<file path="config.mk">
export PLATFORM = sky130hd
export DESIGN_NAME = key_adjust_ctrl
export DESIGN_NICKNAME = d
export VERILOG_FILES = /design/src/rtl/key_adjust_ctrl.sv
export SDC_FILE = /design/constraint.sdc
export NUM_CORES = 1
export LEC_CHECK = 0
export ABC_AREA = 1
export ABC_CLOCK_PERIOD_IN_PS = 1400
export CAP_MARGIN = 20
export CORE_UTILIZATION = 60
export DETAILED_ROUTE_END_ITERATION = 16
export PLACE_DENSITY = 0.79
export SKIP_CTS_REPAIR_TIMING = 1
export SLEW_MARGIN = 20
export SYNTH_ARGS = -nofsm -noshare
export SYNTH_HDL_FRONTEND = slang
export SYNTH_SLANG_ARGS = --single-unit
</file>
<file path="constraint.sdc">
create_clock -name CLOCK_50 -period 1.4 [get_ports CLOCK_50]
set_input_delay 0.28 -clock CLOCK_50 [delete_from_list [all_inputs] [get_ports CLOCK_50]]
set_output_delay 0.28 -clock CLOCK_50 [all_outputs]
set_load 0.005 [all_outputs]
</file>
<file path="src/rtl/key_adjust_ctrl.sv">
// key_adjust_ctrl: ADD/NEXT button front end (sync, debounce, edge detect, field cursor).
// Define AUTO_REPEAT_EN to enable hold-to-repeat on ADD; otherwise one pulse per press.
module key_adjust_ctrl #(
  parameter int DEBOUNCE_CYC = 1_000_000,
  parameter int HOLD_CYC     = 25_000_000,
  parameter int REPEAT_CYC   = 5_000_000,
  parameter int FIELD_NUM    = 7
) (
  input  logic       CLOCK_50,
  input  logic       clr,
  input  logic       key_add_n,
  input  logic       key_next_n,
  input  logic       adjust,
  output logic       add_pulse,
  output logic [3:0] sel,
  output logic [1:0] held
);
  localparam int DW = $clog2(DEBOUNCE_CYC + 1);
  logic [2:0] s1, s2;
  logic [1:0] deb, deb_q, press;
  logic       adj, step;
  always_ff @(posedge CLOCK_50 or negedge clr)
    if (!clr) begin
      s1 <= '1;
      s2 <= '1;
    end else begin
      s1 <= {adjust, key_next_n, key_add_n};
      s2 <= s1;
    end
  // synced level must differ for DEBOUNCE_CYC+1 consecutive samples before deb follows
  for (genvar i = 0; i < 2; i++) begin : g_deb
    logic [DW-1:0] cnt;
    logic          d;
    always_ff @(posedge CLOCK_50 or negedge clr)
      if (!clr) begin
        cnt <= '0;
        d   <= 1'b0;
      end else if (s2[i] != d) begin
        cnt <= '0;
      end else if (cnt == DW'(DEBOUNCE_CYC)) begin
        cnt <= '0;
        d   <= !s2[i];
      end else begin
        cnt <= cnt + 1'b1;
      end
    assign deb[i] = d;
  end
  assign adj   = s2[2];
  assign press = deb & ~deb_q;
  assign held  = deb;
  // cursor moves one cycle after the press so a coincident add_pulse sees the old sel
  always_ff @(posedge CLOCK_50 or negedge clr)
    if (!clr) begin
      deb_q <= 2'b00;
      step  <= 1'b0;
      sel   <= 4'd0;
    end else begin
      deb_q <= deb;
      step  <= adj & press[1];
      if (step) sel <= (sel == 4'(FIELD_NUM - 1)) ? 4'd0 : sel + 4'd1;
    end
`ifdef AUTO_REPEAT_EN
  localparam logic [1:0] IDLE = 2'd0, HOLD = 2'd1, REPEAT = 2'd2;
  localparam int CW = $clog2((HOLD_CYC > REPEAT_CYC ? HOLD_CYC : REPEAT_CYC) + 1);
  logic [1:0]    state;
  logic [CW-1:0] cnt;
  always_ff @(posedge CLOCK_50 or negedge clr)
    if (!clr) begin
      state     <= IDLE;
      cnt       <= '0;
      add_pulse <= 1'b0;
    end else begin
      add_pulse <= 1'b0;
      if (!adj) begin
        state <= IDLE;
      end else if (state == IDLE) begin
        if (press[0]) begin
          add_pulse <= 1'b1;
          cnt       <= '0;
          state     <= HOLD;
        end
      end else if (!deb[0]) begin
        state <= IDLE;
      end else if (cnt == CW'(state == HOLD ? HOLD_CYC - 1 : REPEAT_CYC - 1)) begin
        add_pulse <= 1'b1;
        cnt       <= '0;
        state     <= REPEAT;
      end else begin
        cnt <= cnt + 1'b1;
      end
    end
`else
  always_ff @(posedge CLOCK_50 or negedge clr)
    if (!clr) add_pulse <= 1'b0;
    else add_pulse <= adj & press[0];
`endif
endmodule

</file>
# == After elaboration in Yosys (flattened, before gate mapping) ==
# Cells that the tools add are included.
# op_classes
add_sub_neg,3
eq_ne,5
mux,5
bitwise,6
reduce_logical,4
# op_table
operator,count
$mux 20,4
$add 20x1->20 const B,2
$eq 20x20->1 const B,2
$add 4x1->4 const B,1
$eq 4x3->1 const B,1
$mux 4,1
$reduce_and 2->1,2
$and 1x1->1,2
$and 2x2->2,1
$logic_not 1->1,2
$ne 1x1->1,2
$not 1->1,2
$not 2->2,1
# word_totals
ff_bits,56
inputBits,5
output_inout_bits,7

# == Depth between registers and ports, before layout ==
# logic_depth
ltp_word,3
ltp_mapped,9
ltp_nobuf,9

# == Least setup slack after synthesis ==
# OpenSTA, ideal clock, no wires.
# synth_path
path_type,reg2reg
startpoint,reg g_deb[1].cnt[0]
endpoint,reg g_deb[1].cnt[18]
setup_time_ns,0.123
arrival_time_ns,1.168
slack_ns,0.110
path_stages_with_launch,8
n_path_buf,0
synth_period_minus_slack_ns,1.290
cell_sequence,dfrtp_1 -> inv_1 -> ha_1 -> nand3_1 -> nor2_1 -> nand3_1 -> nand2_1 -> nor2_1
# synth_via
elab_chain_len,3
# synth_lines
item,line,text
"start, declared",32,logic [DW-1:0] cnt;
"start signal, assigned",44,cnt <= cnt + 1'b1;
$add 20x1->20 / $eq 20x20->1 (equally long branches),"44, 40",
$mux 20 *,40,end else if (cnt == DW'(DEBOUNCE_CYC)) begin
$mux 20 *,38,end else if (s2[i] != d) begin
# Mark *: on every way between the ends. The rest lies on a longest branch, timed or not.
# A chain may end at the register's enable or synchronous reset.

# == Worst setup path after layout ==
# layout_path
startpoint,reg g_deb[1].cnt[1]
endpoint,reg g_deb[1].cnt[18]
# The elaborated chain is that of the path after synthesis.

==> qor.yml <==
global_routing:
  grt_max_degree: 57
  grtUsageTotal_pct: 22.3
  grt_pass1_wl_um: 8760
  overflow: 0
  antenna_found_initial: 0
  grt_pass1_vias: 2047
synthesis:
  netlist_instances: 345
  synth_adder_area_share_pct: 1.76
  synthXorXnorAreaFrac_pct: 8.34
  synth_top_cell_by_area: "dfrtp_1"
  ys.flop_type: "dfrtp_1"
  ys_seq_area_share_pct: 49.7
  synth_top_area_share_pct: 44.1
  synthMuxAreaShare_pct: 0
  synthesis.nets: 354
  synth.cell_area_sq_um: 2840
  synth_compound_area_share_pct: 3.04
  synth_top_family_by_area: "simple AND/OR/NAND/NOR gates"
  synthArstFlopShare_pct: 100
  synth.avg_cell_area_sq_um: 8.22
  synth-simple-area-share_pct: 31.6
  yosysUniqueCellTypes: 26
  synth-seq-cells: 56
  synth_edf_count: 0
  ys_warn_count: 0
  netlist_top_cells_area: "dfrtp_1 (44%), nor2_1 (12%), nand2_1 (7.7%)"
drt:
  wirelength_um: 5590
  ant_nets: 0
  drtPass1Iterations: 10
  dr_total_vias: 2329
  via_per_inst: 5.26
  drtIter0Drc: 149
  drc: 2
  routedWlPerCell_um: 12.6
setup_path:
  worstSetupPathType: "reg -> reg"
  start_kind: "flop"
  crit_chain: "ha_4, nand2_4, nor2_4, nand3_4, o21ai_1, nand2_1, nor2_1"
  slowest_delay_ns: 0.44
  crit_fanout: 5
  path_delay_family: "simple AND/OR/NAND/NOR gates"
  critPathRequiredTime_ns: 1.64
  endpoint_kind: "flop"
  crit_buf_inv: 0
  slowest_stage: "dfrtp_1"
  crit_arrival_ns: 1.65
min_path:
  hp-class: "in -> reg"
clock_network:
  cts_buffers: 5
  clock-sinks: 56
  cts_buffer_depth: 2
  cts.reportedPaths.clkPinSlew_ns: 0.10
  h-tree-depth: 2
  root_buffer: "clkbuf_8"
  cts_tree: "yes"
  clk-insertion-delay-late_ns: 0.31
placement:
  place.gp.congestion: 0.874
  hpwl_um: 3820
  dp.cells: 420
  pre_cts_slack_ns: -0.0512
  io_buffers: 11
sta:
  tns_ns: -0.0161
  slew_headroom_pct: 78.5
  fin_skew_ns: 0.00760
  worst_pin_slew_ns: 0.320
  hold_violations: 0
  rsz0062_at_grt: "yes"
  min_period_over_period_pct: 101
  setup_violations: 1
  setup_ws_ns: -0.0161
  fin_crit_ns: 1.42
  drv_slew: 0
  fmax_mhz: 706
floorplan:
  initial_core_util_pct: 63.8
  dieArea_sq_um: 5010
  core_area_sq_um: 4440
  rows: 24
  fp.dieH_um: 70.8
  io_pins: 12
  die_x_um: 70.8
power_and_ir_drop:
  vdd_ir_drop_max_mv: 0.670
  power_density_nw_per_um2: 780
  p_leak_nw: 1.64
outcome:
  violations: "design-rule violations, negative setup slack"
  status: "complete, but fails checks"
cells_and_area:
  fin_cells: 443
  final.fill_count: 316
  drive_gt1_share_pct: 24.3
  synthToLayoutAreaGrowth_pct: 22.8
  diodes: 0
  fin_nets: 399
job:
  drv_cap: 0
-- metrics by stage --
| step | hold slack [ns] | utilization (%) | instance area [sq um] | power (mW) |
|---|---|---|---|---|
| after floorplan | -0.0156 | - | 2840 | 1.75 |
| after global placement | 0.298 | 70.0 | 3110 | 1.82 |
| after detailed placement | 0.298 | 70.0 | 3110 | 1.83 |
| after CTS | -0.0472 | 72.0 | 3200 | 2.71 |
| after global routing | 0.362 | 78.4 | 3480 | 2.80 |
| final | 0.361 | 78.4 | 3480 | 2.72 |
-- metal layers --
layer,global-route usage [%],share of wire [%]
met1,31.3,47
met2,35.7,48
met3,3.85,3.8
met4,7.33,1.0
met5,0,0
-- cell type report --
class,count,area (sq um),area share (%)
Clock buffer,5,68.8,1.98
Inverter,38,146,4.20
Multi-Input combinational cell,249,1400,40.3
Tap cell,52,65.1,1.87
Sequential cell,56,1410,40.6
Clock inverter,3,23.8,0.683
Timing Repair Buffer,40,363,10.4
-- flip-flops by register name (all words and copies together) (netlist names) --
register   flops
s1             3
g_deb.cnt     40
sel            4
s2             3
add_pulse      1
step           1
g_deb.d        2
deb_q          2
-- Yosys cell counts (3+ instances only) --
master / n
o21ai_0: 6
dfrtp_1: 50
nor2_4: 4
xnor2_1: 7
o21ai_1: 4
nor3_1: 9
dfstp_2: 6
nand4_1: 3
nand2_2: 5
a21oi_1: 3
nand2_1: 58
xor2_1: 15
nor2_2: 6
nand3_1: 31
ha_1: 4
nor2_1: 87
inv_1: 35
-- cell usage in the layout, fill, tap and decap left out, types with 4 or more instances in the layout --
cell type	count
buf_4	25
xnor2_1	7
nor2_4	7
nand2_2	7
dfstp_2	6
nand3_2	5
xor2_1	15
o21ai_0	5
o21ai_1	4
nand2_1	54
clkbuf_8	5
nand3_1	26
nor3_1	8
inv_1	34
nor2_2	13
nor2_1	77
dfrtp_1	47
dlymetal6s2s_1	7
-- worst paths after layout --
| path | start | end | slack, ns | cells after the start |
|---|---|---|---|---|
| max | g_deb[1].cnt[1] | g_deb[1].cnt[18] | -0.02 | 7 |
| min reg2reg | s1[2] | s2[2] | 0.36 | 0 |
| min | key_next_n | s1[1] | 0.36 | 1 |
| max in group asynchronous | clr | s1[2] | 0.62 | 3 |
| min in group asynchronous | clr | g_deb[0].cnt[17] | 0.49 | 3 |
| max reg2reg | g_deb[1].cnt[1] | g_deb[1].cnt[18] | -0.02 | 7 |
-- logic make-up after synthesis --
family | after synthesis
simple gates | 205
flops | 56
buf+inv | 40
xor+xnor | 24
compound gates | 16
fa+ha+maj | 4
-- power by group --
group | internal (mW) | switching, mW
registers | 1.65 | 0.0247
clock network | 0.355 | 0.535
logic | 0.0635 | 0.0912
-- worst reg2reg max path: cells and delay by family, from the launching register on --
kind	cells	cell delay, ns
and+or+nand+nor	5	0.59
AOI/OAI and AO/OA	1	0.14
adders and majority gates	1	0.18
DFF	1	0.44
Power figures use the tool's default switching activity.
==> edit 1 (same settings) <==
Put a register stage on the output `held`, cleared by the reset. The value now appears one clock later. The other outputs are not delayed to match.
--- a/src/rtl/key_adjust_ctrl.sv
+++ b/src/rtl/key_adjust_ctrl.sv
@@ -48,5 +48,11 @@
   assign adj   = s2[2];
   assign press = deb & ~deb_q;
-  assign held  = deb;
+  always_ff @(posedge CLOCK_50 or negedge clr) begin
+      if (!clr) begin
+          held <= '0;
+      end else begin
+          held <= deb;
+      end
+  end
   // cursor moves one cycle after the press so a coincident add_pulse sees the old sel
   always_ff @(posedge CLOCK_50 or negedge clr)
Check against the original RTL: no difference found for any inputs over 10 cycles, from zero or initial values; that may be too few to reach the edited logic, so the function may still have changed.
==> edit 1 against the unedited design <==
The run still ends with design-rule violations, negative setup slack left. Cell area grew 0.40%. Core utilization grew 0.31 points. Clock power grew 2.7%. Hold slack lost 5.4 ps. Combinational power grew 7%. Clock skew grew 8.3 ps. Global-route usage grew 1.6 points. Power grew 1.3%. Highest routed layer unchanged. Routed wire length grew 8.3%. Worst setup slack lost 33 ps. Sequential cell count is the same. Area after synthesis shrank 0.62%.
==> edit 1: results (changes against the unedited design) <==
| Metric | Value |
|---|---|
| Post-DP Area | `3104 um2 (was 3109 um2)` |
| Finish-stage setup viols | `7 (was 1)` |
| Post-synth cell types | `25 (was 26)` |
| Initial Util | `0.6343 (was 0.6382)` |
| Wirelength, routed | `6058 um (was 5593 um)` |
| Non-clock buffer share | `0.1042 (about the same)` |
| Total track usage | `0.2388 (was 0.2231)` |
| Failing checks | `design-rule violations, negative setup slack (unchanged)` |
| Layout Utilization | `0.7866 (was 0.7835)` |
| Routability Congestion | `0.8772 (was 0.8743)` |
| Setup tns final | `-111.2 ps (was -16.09 ps)` |
| Combinational power share | `0.060 (was 0.057)` |
| DRT met1 WL | `2563 um (was 2634 um)` |
| ClkCell Share | `0.02720 (was 0.02659)` |
| Worst Setup Slack, final | `-49.34 ps (was -16.09 ps)` |
| FILL cells | `286 (was 316)` |
| Via count | `2365 (was 2329)` |
| Clk_skew | `15.86 ps (was 7.604 ps)` |
| Status | `complete, but fails checks (unchanged)` |
| Largest stage delay, worst path | `390 ps (was 440 ps)` |
| Met2 routed WL | `3234 um (was 2688 um)` |
| Seq. cell area | `1411 um2 (was 1413 um2)` |
| Drt initial violations | `146 (was 149)` |
| Worst Path Arrival | `1670 ps (was 1650 ps)` |
| Largest cells by area after synthesis | `dfrtp_1 44%, nor2_1 12%, nand2_1 7.5% (was dfrtp_1 44%, nor2_1 12%, nand2_1 7.7%)` |
| Register-to-Register Path Depth | `8 (was 7)` |
| Post-synth top cells | `87 x nor2_1, 56 x nand2_1, 50 x dfrtp_1 (was 87 x nor2_1, 58 x nand2_1, 50 x dfrtp_1)` |
| Post-synthesis sequential area ratio | `0.4998 (was 0.4967)` |
| First-pass GRT wire length | `9246 um (was 8763 um)` |
| Met3 GRT Util | `0.05271 (was 0.03846)` |
| Layout cells sized above 1 | `0.2359 (was 0.2430)` |
| Nonclk buf count | `39 (was 40)` |
| # DRC | `2 (unchanged)` |
| Pin count of the biggest net entering global routing | `25 (was 57)` |
| Sw Share | `0.2418 (was 0.2397)` |
| P_leak | `1.666 nW (was 1.637 nW)` |
| Number of global-route vias before repair | `2222 (was 2047)` |
## edit 1: stage by stage
stage	setup slack (ps)	total power (W)	instances
finish	-49.34	0.002751	442
global placement	-11.50	0.001830	418
floorplan	109.7	0.001753	343
global route	-136.1	0.002856	442
detailed placement	-37.46	0.001834	418
CTS	-174.4	0.002744	426
## edit 1: logic make-up after synthesis
kind of cell,synth area share
AOI/OAI and AO/OA,0.03063
xor gates and xnor gates,0.08123
adders and majority gates,0.01775
buffers and inverters,0.05060
DFF,0.4998
and+or+nand+nor,0.3200
## edit 1: worst min path at each step
stage                          from                  end  depth (start not counted)
after floorplan                 clr  add_pulse$_DFF_PN0_                          0
after global placement          clr   deb_q[1]$_DFF_PN0_                          1
after detailed placement        clr   deb_q[0]$_DFF_PN0_                          1
after CTS                       clr   deb_q[0]$_DFF_PN0_                          1
after global routing      key_add_n      s1[0]$_DFF_PN1_                          1
final                     key_add_n      s1[0]$_DFF_PN1_                          1
==> edit 2 (config.mk and constraints unchanged) <==
Made on the original files. The option `AUTO_REPEAT_EN` is turned on by a define.
--- a/src/rtl/key_adjust_ctrl.sv
+++ b/src/rtl/key_adjust_ctrl.sv
@@ -1,4 +1,6 @@
 // key_adjust_ctrl: ADD/NEXT button front end (sync, debounce, edge detect, field cursor).
 // Define AUTO_REPEAT_EN to enable hold-to-repeat on ADD; otherwise one pulse per press.
+`define AUTO_REPEAT_EN
+
 module key_adjust_ctrl #(
   parameter int DEBOUNCE_CYC = 1_000_000,
Behaviour: same outputs for any inputs over 10 cycles, from zero or initial values; that may be too few to reach the edited logic, so the function may still have changed.
==> edit 2 against the unedited design <==
The run ends with negative setup slack left. Worst setup slack worse by 320 ps. Count of clock-buffer cells in the layout is 8 higher. Cell area rose by 77%. Core utilization rose by 6.9 points. Sequential cell count increased by 27. Area after synthesis is 57% higher. Power up 73%. Routed wire length rose by 140%. Critical path type unchanged. Critical endpoint is now cnt[5]$_DFFE_PN0P_. Largest cell class is now multi-input gates. Highest routed layer unchanged.
==> edit 2: results (changes against the unedited design) <==
| Metric | Value |
|---|---|
| Post-synth top cells | `115 x nand2_1, 105 x nor2_1, 77 x dfrtp_1 (was 87 x nor2_1, 58 x nand2_1, 50 x dfrtp_1)` |
| DR WL met3 | `828 um (was 212 um)` |
| Largest cells by area after synthesis | `dfrtp_1 43%, nand2_1 9.7%, nor2_1 8.8% (was dfrtp_1 44%, nor2_1 12%, nand2_1 7.7%)` |
| First-pass GRT wire length | `17040 um (was 8763 um)` |
| Met3 GRT Util | `0.06996 (was 0.03846)` |
| Clk Latency, worst-skew pair | `370 ps (was 310 ps)` |
| Setup tns final | `-14230 ps (was -16.09 ps)` |
| Multi-input logic area | `2486 um2 (was 1403 um2)` |
| Layout cells sized above 1 | `0.3519 (was 0.2430)` |
| Largest registers | `g_deb.cnt x40, cnt x25, sel x4 (was g_deb.cnt x40, sel x4)` |
| Met2 routed WL | `6780 um (was 2688 um)` |
| Crit-path max FO | `11 (was 5)` |
| Status | `complete, but fails checks (unchanged)` |
| Hold Crit Class | `in2async (was in2reg)` |
| Non-clock buffer share | `0.1538 (was 0.1042)` |
| Worst Setup Slack, final | `-339.9 ps (was -16.09 ps)` |
| Final Cell Area | `6152 um2 (was 3482 um2)` |
| Failing checks | `negative setup slack (was design-rule violations, negative setup slack)` |
| Synth Area per Inst | `7.865 um2 (was 8.222 um2)` |
| Pre-CTS setup slack | `-239.8 ps (was -51.17 ps)` |
| ClkCell Share | `0.03315 (was 0.02659)` |
| Placed cell count | `744 (was 420)` |
| Finish-stage setup viols | `64 (was 1)` |
| Fraction of area in registers | `0.3396 (was 0.4057)` |
| WHS | `285.2 ps (was 360.6 ps)` |
| Drt initial violations | `333 (was 149)` |
| Total track usage | `0.2856 (was 0.2231)` |
| Syn nets | `577 (was 354)` |
| Reg-to-reg slack, setup | `-340 ps (was -20 ps)` |
| Multi-input gates | `401 (was 249)` |
| Nets | `687 (was 399)` |
[edit 2: changes by cell type after synthesis, sizes merged, moves of 4 or more]
cell,unedited run,this run
nand3,33,51
inv,37,77
nor3,9,30
nor2,97,115
buf,2,6
nand2,63,121
dfrtp,50,77
xor2,15,23
nor3b,0,4
a21oi,3,10
nand4,3,10
[edit 2: power groups by stage]
stage	combinational [W]	clock, W	sequential, W
global route	0.000351	0.00202	0.00247
global placement	0.000214	0	0.00250
CTS	0.000224	0.00190	0.00246
finish	0.000322	0.00189	0.00247
floorplan	0.0000893	0	0.00250
detailed placement	0.000222	0	0.00250
[edit 2: cell families after synthesis]
logic type               synth area share
flip-flops                         0.4675
XOR/XNOR                          0.05696
AO/OA/AOI/OAI                     0.03956
buffers and inverters             0.07912
AND/OR/NAND/NOR                    0.3429
adder cells (fa/ha/maj)           0.01403
